==> src/rtl/syn_accum_seq.sv <==
// syn_accum_seq: byte-serial burst accumulator time-sharing one cla8 adder.
// Define SYN_ACCUM_SAT_EN to saturate the accumulator on overflow instead of wrapping.
module cla8 (
  input  logic [7:0] a,
  input  logic [7:0] b,
  input  logic       ci,
  output logic [7:0] s,
  output logic       co
);
  logic [7:0] g, p;
  logic [8:0] c;
  assign g = a & b;
  assign p = a ^ b;
  // each carry is a flat sum of generate terms gated by the propagates above them
  always_comb begin
    logic t, pp;
    c = '0;
    for (int i = 0; i <= 8; i++) begin
      t = 1'b0;
      pp = 1'b1;
      for (int j = i - 1; j >= 0; j--) begin
        t = t | (g[j] & pp);
        pp = pp & p[j];
      end
      c[i] = t | (pp & ci);
    end
  end
  assign s = p ^ c[7:0];
  assign co = c[8];
endmodule

module syn_accum_seq #(
  parameter int CNT_W = 10,
  parameter int ACC_BYTES = 2
) (
  input  logic                   clk,
  input  logic                   rst_n,
  input  logic                   start,
  input  logic [CNT_W-1:0]       len,
  input  logic                   w_valid,
  input  logic [7:0]             w_data,
  output logic                   w_ready,
  output logic                   busy,
  output logic                   done,
  output logic [8*ACC_BYTES-1:0] sum,
  output logic                   ovf
);
  localparam int IDX_W = ACC_BYTES > 1 ? $clog2(ACC_BYTES) : 1;
  localparam logic [IDX_W-1:0] LAST_IDX = IDX_W'(ACC_BYTES - 1);
  typedef enum logic [1:0] {IDLE, FETCH, ADD, DONE} state_t;
  state_t state, nxt;
  logic [8*ACC_BYTES-1:0] acc, acc_nxt;
  logic [CNT_W-1:0] cnt;
  logic [IDX_W-1:0] idx;
  logic [7:0] op, s;
  logic cry, co, last;
  cla8 u_add (
    .a(acc[{idx, 3'b000} +: 8]),
    .b(idx == '0 ? op : 8'h00),
    .ci(cry),
    .s(s),
    .co(co)
  );
  assign last = idx == LAST_IDX;
  assign w_ready = state == FETCH;
  assign busy = state != IDLE;
  assign done = state == DONE;
  always_comb begin
    acc_nxt = acc;
    acc_nxt[{idx, 3'b000} +: 8] = s;
`ifdef SYN_ACCUM_SAT_EN
    if (last && co) acc_nxt = '1;
`else
`endif
  end
  always_comb begin
    nxt = state;
    if (state == IDLE && start) nxt = (len != '0) ? FETCH : DONE;
    if (state == FETCH && w_valid) nxt = ADD;
    if (state == ADD && last) nxt = (cnt == CNT_W'(1)) ? DONE : FETCH;
    if (state == DONE) nxt = IDLE;
  end
  always_ff @(posedge clk or negedge rst_n) begin
    if (!rst_n) begin
      state <= IDLE;
      acc <= '0;
      cnt <= '0;
      idx <= '0;
      op <= '0;
      cry <= 1'b0;
      sum <= '0;
      ovf <= 1'b0;
    end else begin
      state <= nxt;
      if (state == IDLE && start) begin
        acc <= '0;
        ovf <= 1'b0;
        cnt <= len;
        if (len == '0) sum <= '0;
      end
      if (state == FETCH && w_valid) begin
        op <= w_data;
        idx <= '0;
        cry <= 1'b0;
      end
      if (state == ADD) begin
        acc <= acc_nxt;
        cry <= co;
        idx <= last ? '0 : idx + 1'b1;
        if (last) cnt <= cnt - 1'b1;
        if (last && co) ovf <= 1'b1;
        if (last && cnt == CNT_W'(1)) sum <= acc_nxt;
      end
    end
  end
endmodule

==> config.mk <==
export PLATFORM = sky130hd
export DESIGN_NAME = syn_accum_seq
export DESIGN_NICKNAME = d
export VERILOG_FILES = /design/src/rtl/syn_accum_seq.sv
export SDC_FILE = /design/constraint.sdc
export NUM_CORES = 1
export LEC_CHECK = 0
export CAP_MARGIN = 20
export CORE_UTILIZATION = 40
export CTS_BUF_LIST = sky130_fd_sc_hd__clkbuf_16
export DETAILED_ROUTE_END_ITERATION = 12
export GPL_TIMING_DRIVEN = 0
export PLACE_DENSITY = 0.65
export SYNTH_ARGS = -nofsm -noshare
export SYNTH_HDL_FRONTEND = slang
export SYNTH_SLANG_ARGS = --single-unit
export TNS_END_PERCENT = 20
==> constraint.sdc <==
create_clock -name clk -period 3.4 [get_ports clk]
set_input_delay 0.68 -clock clk [delete_from_list [all_inputs] [get_ports clk]]
set_output_delay 0.68 -clock clk [all_outputs]
set_load 0.05 [all_outputs]
==> impl_metrics.yaml <==
grt:
  grt_pass1_vias: 2098
  antenna_found_initial: 0
  grt_max_degree: 30
  grt_pass1_wl_um: 10200
  grt-ovfl-total: 0
  grt_use_total_pct: 17.8
power_and_ir_drop:
  p_int_mw: 1.71
  power_frac_seq_pct: 35.9
  power_frac_clock_pct: 18.3
  power_leakage_nw: 1.54
  switching_power_mw: 1.15
  combPwrFrac_pct: 45.8
  cellPowerDensity_mw_per_mm2: 809
  swShare_pct: 40.2
  ir_drop_v: 0.000683
worst_setup_path:
  startpoint: "idx$_DFFE_PN0P_"
  cp-start-kind: "flop"
  crit_slowest_cell: "mux2_2"
  path_buf_inv: 1
  criticalPathCategory: "flop to flop"
  cp_num_cells: 8
  crit_path_end: "acc[7]$_DFFE_PN0P_"
  endpoint_kind: "flop"
  r2r-start: "idx$_DFFE_PN0P_"
  arrival_ns: 3.27
  crit_chain: "buf_1, mux2_2, ha_1, a211oi_1, o21ai_0, a2111o_1, o311ai_0, o21ai_0"
  rrSetupSlack_ns: 0.27
  critPathRequiredTime_ns: 3.54
  r2r_cells: 8
  cpMostUsedCell: "o21ai_0"
  critPathTopFamily: "compound AO/OA/AOI/OAI gates"
  r2r-end: "acc[7]$_DFFE_PN0P_"
  cpPeakStageDelay_ns: 0.43
  cp_max_fo: 10
job:
  cap_violations: 0
clocking:
  htree_levels: 2
  worstSkewPairLatency_ns: 0.29
  post_cts_buffers: 0
  cts_buffers: 5
  tritoncts: "yes"
  cts.sinks: 55
  cts_max_path_buffers: 2
  clk_pin_slew_worst_paths_ns: 0.07
  ctsHoldBuffers: 0
  cts-resized-gates: 0
  cts_root_buf: "clkbuf_16"
placement:
  place_area_mm2: 0.00339
  dp_slack_ns: 0.358
  gp_congestion: 0.827
  dp_hpwl_um: 4550
  numPortBuffers: 41
routing:
  drc: 0
  wirelength_um: 5980
  final_antenna_net_count: 0
  wl_per_cell_um: 13.9
  viasPerCell: 5.11
  num_vias: 2194
  drt-initial-drc-count: 128
  dr.pass1.iters: 4
logic_synthesis:
  postSynthAreaPerCell_um2: 10.1
  synthDistinctLibCells: 53
  synthCells: 283
  synth_xor_area_share_pct: 1.85
  synthTopCellsByArea: "dfrtp_1 48%, nand2_1 6.9%, mux2_2 6.3%"
  syn-cell-area_mm2: 0.00285
  synthArstFlopShare_pct: 100
  synth_fp_nets: 316
  synth-edff-count: 0
  synth_top_family_by_area: "simple AND/OR/NAND/NOR gates"
  synth_area_leader_cell: "dfrtp_1"
  synthMuxAreaShare_pct: 7.03
  synth_ff_type: "dfrtp_1"
  synth_warnings: 0
  synth_top_area_share_pct: 48.4
  ys_seq_area_share_pct: 48.4
  ys_ff_latch: 55
  synth_adder_area_share_pct: 5.10
  synth-simple-area-share_pct: 18.8
  synth_compound_area_share_pct: 16.0
cells_and_area:
  final_util_pct: 51.9
  nets: 365
  final_area_mm2: 0.00354
  num-fill-cells: 646
  diodes: 0
  areaGrowthSynthToFinish_pct: 24.5
  drive_gt1_share_pct: 12.9
die:
  pin_count: 42
  die_w_um: 86.4
  coreArea_mm2: 0.00683
  die_h_um: 86.4
  start_util_pct: 41.7
  die-area_mm2: 0.00746
  rows: 30
sta:
  skew_ns: 0.00366
  clock.fmax_mhz: 320
  fin_hold_ws_ns: 0.394
  fin_tns_setup_ns: 0
  period_share_pct: 92.0
  hold_violations: 0
  report.final.slew_viol_count: 0
  rsz0062_at_grt: "false"
  finalWorstSetupSlack_ns: 0.273
  setup_viol_count_final: 0
  slew_headroom_pct: 46.6
  finalCriticalPeriod_ns: 3.13
  max_slew.worst_pin.slew_ns: 0.792
hold_path:
  min_path_type: "input port to async pin"
status:
  status: "finished clean"
==> synthesized netlist by cell type (all sizes together) (2+ instances only) <==
cell type	n
dfrtp	55
nand2	52
o21ai	26
mux2	16
nor2	14
a21oi	12
nor2b	12
a22o	11
ha	10
clkbuf	8
inv	5
or2	5
buf	4
nand2b	4
nor3	4
nor4	4
xnor2	4
a311oi	3
nand3	3
a211oi	2
a21o	2
a31oi	2
mux2i	2
or4	2
xor2	2
==> through the flow <==
stage	power, mW	instances
CTS	2.89	429
detailed placement	2.35	421
global route	3.10	429
global placement	2.32	420
finish	2.87	429
floorplan	1.98	283
==> worst reg2reg max path: cells and delay by family (launching register included) <==
family / cells / cell delay, ns
compound gates: 5 / 1.42
mux: 1 / 0.43
buf+inv: 1 / 0.40
fa+ha+maj: 1 / 0.33
flops: 1 / 0.41
==> worst min-delay path by stage <==
stage | end | cells past startpoint | slack [ns] | start
5_1_grt | cnt[3]$_DFF_PN0_ | 1 | 0.45 | rst_n
2_1_floorplan | acc[0]$_DFFE_PN0P_ | 0 | 0.38 | rst_n
3_5_place_dp | sum[7]$_DFF_PN0_ | 2 | 0.45 | sum[7]$_DFF_PN0_
4_1_cts | acc[1]$_DFFE_PN0P_ | 1 | 0.43 | rst_n
3_3_place_gp | sum[8]$_DFF_PN0_ | 2 | 0.45 | sum[8]$_DFF_PN0_
6_report | cnt[3]$_DFF_PN0_ | 1 | 0.39 | rst_n
==> power groups by stage <==
stage                     sequential, mW  clock (mW)  combinational (mW)
after floorplan                     1.01           0               0.973
after global placement              1.03           0                1.29
after detailed placement            1.04           0                1.31
after CTS                           1.03       0.539                1.32
after global routing                1.06       0.567                1.47
final                               1.03       0.525                1.31
==> registers in the layout, summed over array words and instances (netlist names) <==
register	count
acc	16
sum	16
cnt	10
op	8
state	2
cry	1
idx	1
ovf	1
==> cells by family (layout without fill, tap and decap cells) <==
group,count (synthesis),count (layout)
compound gates,68,68
xor+xnor,6,6
fa+ha+maj,11,11
buf+inv,17,67
flops,55,55
mux,18,18
simple gates,108,108
==> area by class of cell <==
class / count / area [um^2] / share of cell area [%]
Tap cell: 96 / 120 / 3.39
Clock inverter: 3 / 26.3 / 0.742
Inverter: 5 / 18.8 / 0.530
Multi-Input combinational cell: 211 / 1390 / 39.1
Buffer: 12 / 65.1 / 1.84
Timing Repair Buffer: 42 / 425 / 12.0
Clock buffer: 5 / 125 / 3.53
Sequential cell: 55 / 1380 / 38.8
==> layout by cell type (no fill, tap or decap), types with 5 or more instances in the layout <==
master and n:
clkbuf_16 5, o21ai_0 22, dfrtp_1 55, clkdlybuf4s50_1 40, nor2b_1 12, inv_1 5, nand2_1 52, nor2_1 13
a22o_1 11, ha_1 10, clkbuf_1 7, a21oi_1 12, mux2_2 16
==> layer usage <==
layer	vias to the layer above	part of all wire [%]	GRT usage (%)
li1	1100	-	-
met1	1037	50	25.2
met2	53	45	27.3
met3	4	3.5	3.90
met4	0	0.77	5.45
met5	-	0	0
Power figures use the tool's default switching activity.
